<file path="src/rtl/register_file.sv">
// 32 x 32 register file: two combinational read ports (s, t), one synchronous write port (d), r0 reads zero.
// Optional write-through forwarding on both read ports when REGFILE_WRITE_BYPASS_EN is defined.
`timescale 1ns/1ps

module register_file #(
  parameter int DATA_WIDTH = 32,
  parameter int ADDR_WIDTH = 5
) (
  input  logic                  clk,
  input  logic                  reset,
  input  logic                  write,
  input  logic [ADDR_WIDTH-1:0] dAddr,
  input  logic [DATA_WIDTH-1:0] data,
  input  logic [ADDR_WIDTH-1:0] sAddr,
  input  logic [ADDR_WIDTH-1:0] tAddr,
  output logic [DATA_WIDTH-1:0] sData,
  output logic [DATA_WIDTH-1:0] tData
);

  localparam int DEPTH = 2 ** ADDR_WIDTH;

  logic [DATA_WIDTH-1:0] regs [DEPTH];

  // NOTE: the whole array sits on the async reset because every entry must read
  // a defined zero after reset; that rules out a RAM macro, which is fine at 32 entries.
  always_ff @(posedge clk or negedge reset) begin
    if (!reset) begin
      for (int i = 0; i < DEPTH; i++) regs[i] <= '0;
    end else if (write && (dAddr != '0)) begin
      regs[dAddr] <= data;
    end
  end

  // r0 is forced to zero on read as well, so it never depends on array contents.
  always_comb begin
    // NOTE: defaults first so every path assigns the outputs and no latch is inferred.
    sData = (sAddr == '0) ? '0 : regs[sAddr];
    tData = (tAddr == '0) ? '0 : regs[tAddr];
`ifdef REGFILE_WRITE_BYPASS_EN
    if (reset && write && (dAddr != '0)) begin
      if (sAddr == dAddr) sData = data;
      if (tAddr == dAddr) tData = data;
    end
`endif
  end

endmodule

</file>
<file path="config.mk">
export PLATFORM = sky130hd
export DESIGN_NAME = register_file
export DESIGN_NICKNAME = d
export VERILOG_FILES = /design/src/rtl/register_file.sv
export SDC_FILE = /design/constraint.sdc
export NUM_CORES = 2
export LEC_CHECK = 0
export CORE_ASPECT_RATIO = 0.75
export CORE_MARGIN = 2
export CORE_UTILIZATION = 55
export DETAILED_ROUTE_END_ITERATION = 8
export PLACE_DENSITY_LB_ADDON = 0.12
export SETUP_SLACK_MARGIN = 0.2
export SYNTH_ARGS = -nofsm -noshare
export SYNTH_HDL_FRONTEND = slang
export SYNTH_SLANG_ARGS = --single-unit
</file>
<file path="constraint.sdc">
create_clock -name clk -period 2.6 [get_ports clk]
set_input_delay 0.52 -clock clk [delete_from_list [all_inputs] [get_ports clk]]
set_output_delay 0.52 -clock clk [all_outputs]
set_load 0.02 [all_outputs]
</file>
# Word level (Yosys, flattened, before mapping)
# Index checks and enable logic that the tools add are counted.
dict set report classes {
  n_div 0
  mul 0
  n_eq_ne 0
  order_cmp 4
  muxes 11
  shifts 0
  n_reduce_logical 5
  add_sub_neg 0
  n_bitwise 3
}
# op n
set ops {}
lappend ops {{1024-bit bitwise mux} 1}
lappend ops {{32-bit binary-select mux with 5-bit select} 2}
lappend ops {{32-bit 2-to-1 mux} 7}
lappend ops {{32-bit demux with 5-bit select} 1}
lappend ops {{6-bit >= comparator, second input constant} 3}
lappend ops {{5-bit inverter with 6-bit output} 3}
lappend ops {{5-bit logical NOT} 2}
lappend ops {{6-bit by 1-bit less-than comparator with 1-bit output, second input constant} 1}
lappend ops {{5-bit nonzero test} 1}
lappend ops {{1-bit logical AND} 2}
dict set report totals {
  input_bits 50
  rom_bits 0
  word_cells 55
  reg_bits 1024
  mem_count 0
  ram_bits 0
  latch_bits 0
  out_inout_bits 64
}

# Logic depth before layout (Yosys ltp)
dict set report logic_depth {
  ltp_word 6
  ltp_mapped 7
  depth_no_buf 4
}

# Worst setup path after synthesis
# Ideal clock, no wire load.
dict set report synth_timing {
  path_type {in2out}
  start {in sAddr[0]}
  end {out sData[14]}
  n_path_buf 4
  t_arrival_ns 2.189
  t_required_ns 2.080
  setup_slack_ns -0.109
  path_stages 7
  cell_sequence {buf_2 inv_1 buf_2 buf_2 clkbuf_1 o2111ai_1 a311oi_1}
}
dict set report synth_via {
  elab_chain_len 5
  word_cells_on_any_way 6
  cone_classes {mux: 4; bitwise: 1; reduce/logical: 1}
}
# item line
set synth_lines {}
lappend synth_lines {{start, declared} 14} ;# input logic [ADDR_WIDTH-1:0] sAddr,
lappend synth_lines {{5-bit inverter with 6-bit output (implied by the code)} 37} ;# sData = (sAddr == '0) ? '0 : regs[sAddr];
lappend synth_lines {{32-bit binary-select mux with 5-bit select} 37}
lappend synth_lines {{32-bit 2-to-1 mux (implied by the code) (2 in a row)} 37}
lappend synth_lines {{32-bit 2-to-1 mux *} 37}
lappend synth_lines {{end, declared} 16} ;# output logic [DATA_WIDTH-1:0] sData,
# Mark *: on every way between the ends. The rest lies on a longest branch, timed or not. The select of a mux whose other input is x is not followed.

# Final worst setup path
dict set report layout_timing {
  start {in tAddr[0]}
  end {out tData[6]}
}
dict set report layout_via {
  elab_chain_len 5
  word_cells_on_any_way 6
  cone_classes {mux: 4; bitwise: 1; reduce/logical: 1}
}
# item line
set layout_lines {}
lappend layout_lines {{start, declared} 15} ;# input logic [ADDR_WIDTH-1:0] tAddr,
lappend layout_lines {{5-bit inverter with 6-bit output (implied by the code)} 38} ;# tData = (tAddr == '0) ? '0 : regs[tAddr];
lappend layout_lines {{32-bit binary-select mux with 5-bit select} 38}
lappend layout_lines {{32-bit 2-to-1 mux (implied by the code) (2 in a row)} 38}
lappend layout_lines {{32-bit 2-to-1 mux *} 38}
lappend layout_lines {{end, declared} 17} ;# output logic [DATA_WIDTH-1:0] tData
# Marks and branches as above.

==> reports/results.ini <==
[outcome]
status = finished with violations
violations = negative setup slack

[layout]
syn_to_final_growth_pct = 28.3
ff_latch_area_mm2 = 0.0256
layout_commonest_cell = dfrtp_1
finish.utilization_pct = 71.5
largest_register = regs
drive_gt1_share_pct = 66.4
final_cell_area_mm2 = 0.0698
largest_reg_flops = 1024
layout_common_cells = dfrtp_1, mux2_2, buf_4, mux4_2, buf_12
fillers = 6338
final_nets = 4253
multi_input_area_mm2 = 0.0289
largestRegisters = regs (1024)

[timing]
setup_tns_ns = -19.63
tightest_slew_ns = 1.13
finalSetupViolations = 64
finalMaxSlewViolations = 0
skew_ns = 0
relSlewSlack_pct = 24.3
fmax_mhz = 322
finalHoldViolCount = 0
min_period_ns = 3.11
min_period_over_period_pct = 120
rsz0062_at_grt = yes
layout_setup_ws_ns = -0.507

[cts]
clockBufferDepth = 3
clk_pin_slew_worst_paths_ns = 0.06
cts-root-buf = clkbuf_16
cts_tree = built
clock-sinks = 1024
cts_max_level = 3
clk_latency_ns = 0.71
numCtsBuffers = 105

[grt]
overflow = 0
grt_pass1_wl_um = 290000
antenna_found_initial = 1
grt.total_usage_pct = 39.5
grt_max_degree = 115
first_global_vias = 40500

[floorplan]
ios = 114
initial_utilization_pct = 55.7
design.core.area_mm2 = 0.0976
die-height_um = 276
die-area_mm2 = 0.101
die_x_um = 367
rows = 99

[logic_synthesis]
yosys.area.top_type = dfrtp_1
avgSynthCellArea_um2 = 15.0
yosysWarnings = 0
synth_nets = 3671
synthesis.area_mm2 = 0.0544
synth_top_area_share_pct = 47.1
synth_cell_types = 35
syn_inst = 3621
ys_seq_area_share_pct = 47.1
ys_ff_latch = 1024
synth_area_leaders = dfrtp_1, mux2_2, mux4_2, mux2i_1, buf_2

[power_and_ir_drop]
p_comb_share_pct = 25.1
leakage_nw = 30.5
p_per_area_mw_per_mm2 = 709
p_clk_share_pct = 31.7
vdd_drop_max_mv = 0.598
switching_share_pct = 28.4
p_int_mw = 35.4
power_frac_seq_pct = 43.2
p_switching_mw = 14.1

[worst_setup_path]
required_ns = 2.08
worstPathArrival_ns = 2.59
worstReg2RegStart = regs[793]
startpoint = tAddr[0]
crit_path_end_kind = output pin
ff2ff_path_depth = 3
reg2reg_slack_ns = 1.57
worst_r2r_endpoint = regs[793]
crit_path_end = tData[6]
worstSetupPathType = input pin to output pin
worstSetupStartpointType = input pin
cp_max_fo = 13

[place]
port-buffer-count = 113
placed_area_mm2 = 0.0627
dp_hpwl_um = 127000
gp_congestion = 0.890

[drt]
vias_per_cell = 7.06
drcViolationCount = 0
drt_first_pass_iters = 5
wl_per_cell_um = 35.7
drt_iter0_drc = 4789
routed_wl_um = 200000
ant_nets = 0
vias = 39500

[job]
cap_violations = 0

[min_path]
hold_path_class = input pin to async pin

[synthesized netlist by cell type]
cell and number:
clkbuf_4 1, and2_0 1, o21ai_0 101, mux4_2 448, inv_1 2, mux2i_1 128
and3_1 1, nor3b_1 2, nor2b_1 71, buf_4 34, a211oi_1 64, mux2_1 10
a22oi_1 64, buf_1 3, buf_2 170, mux2_2 1046, or4_1 2, o2111ai_1 18
or2_2 2, clkbuf_1 223, o21ai_1 9, nor4_2 1, and2_1 1, a311oi_1 64
dfrtp_1 1024, nand4_1 1, nand4b_1 3, nand2b_1 5, nor2_1 19, a221oi_1 46
clkbuf_2 1, or3_1 3, nor3_1 3, nand2_1 49, nand3_1 1
[power groups by stage]
stage                     registers [mW]  logic [mW]  clock network, mW
after floorplan                     20.6        7.51                  0
after global placement              21.1        10.7                  0
after detailed placement            21.4        11.1                  0
after CTS                           21.2        12.1               15.8
after global routing                21.6        13.0               16.4
final                               21.4        12.4               15.7
[worst min-delay path by stage]
stage | startpoint | slack (ns) | depth (start not counted) | endpoint
6_report | reset | 0.27 | 2 | regs[90]
5_1_grt | reset | 0.30 | 2 | regs[90]
4_1_cts | reset | 0.29 | 2 | regs[90]
3_5_place_dp | regs[992] | 0.38 | 0 | regs[992]
3_3_place_gp | regs[993] | 0.38 | 0 | regs[993]
2_1_floorplan | reset | 0.22 | 0 | regs[0]
[cells by family (layout without fill, tap and decap cells)]
logic type             count (synthesis)  after routing  synth area share [%]
AO/OA/AOI/OAI                        366            366                  4.84
buffers and inverters                434           1097                  3.63
flip-flops                          1024           1024                  47.1
multiplexers                        1632           1632                  42.8
other                                  0              3                     0
AND/OR/NAND/NOR                      165            166                  1.61
[critical path, cell delays in order]
cell      delay (ns)
buf_16          0.17
clkinv_2        0.19
buf_12          0.20
buf_12          0.16
buf_4           0.21
mux2_2          0.25
o21ai_2         0.06
a311oi_2        0.50
buf_4           0.26
[metal layers]
metal	track usage, %	routed length (µm)
met1	56.0	79900
met2	57.3	88000
met3	10.5	21000
met4	18.2	10800
met5	0	12
[cell type report]
class | instances | share of cell area, %
Timing Repair Buffer | 906 | 14.4
Antenna cell | 3 | 0.0108
Multi-Input combinational cell | 2164 | 41.5
Tap cell | 1313 | 2.35
Clock buffer | 161 | 4.65
Sequential cell | 1024 | 36.7
Clock inverter | 28 | 0.409
Inverter | 2 | 0.0197
[per-stage QoR]
step,hold WS (ns),power (mW),instances,setup WS (ns)
global placement,0.377,31.7,5260,-1.02
global route,0.298,51.1,5598,-0.489
CTS,0.289,49.1,5577,-0.446
finish,0.274,49.4,5601,-0.507
floorplan,0.224,28.1,3621,0.200
detailed placement,0.383,32.5,5260,-1.02
[timing repair]
action                                  4_1_cts  5_1_grt
hold endpoints to repair                     26        0
hold buffers                                  1        0
setup buffers                               113       21
endpoints found under the setup margin       64       64
pin swaps                                    81       48
cloned                                       14        0
gates resized for setup                     671       69
Note: power is estimated with default switching activity, not from simulation.
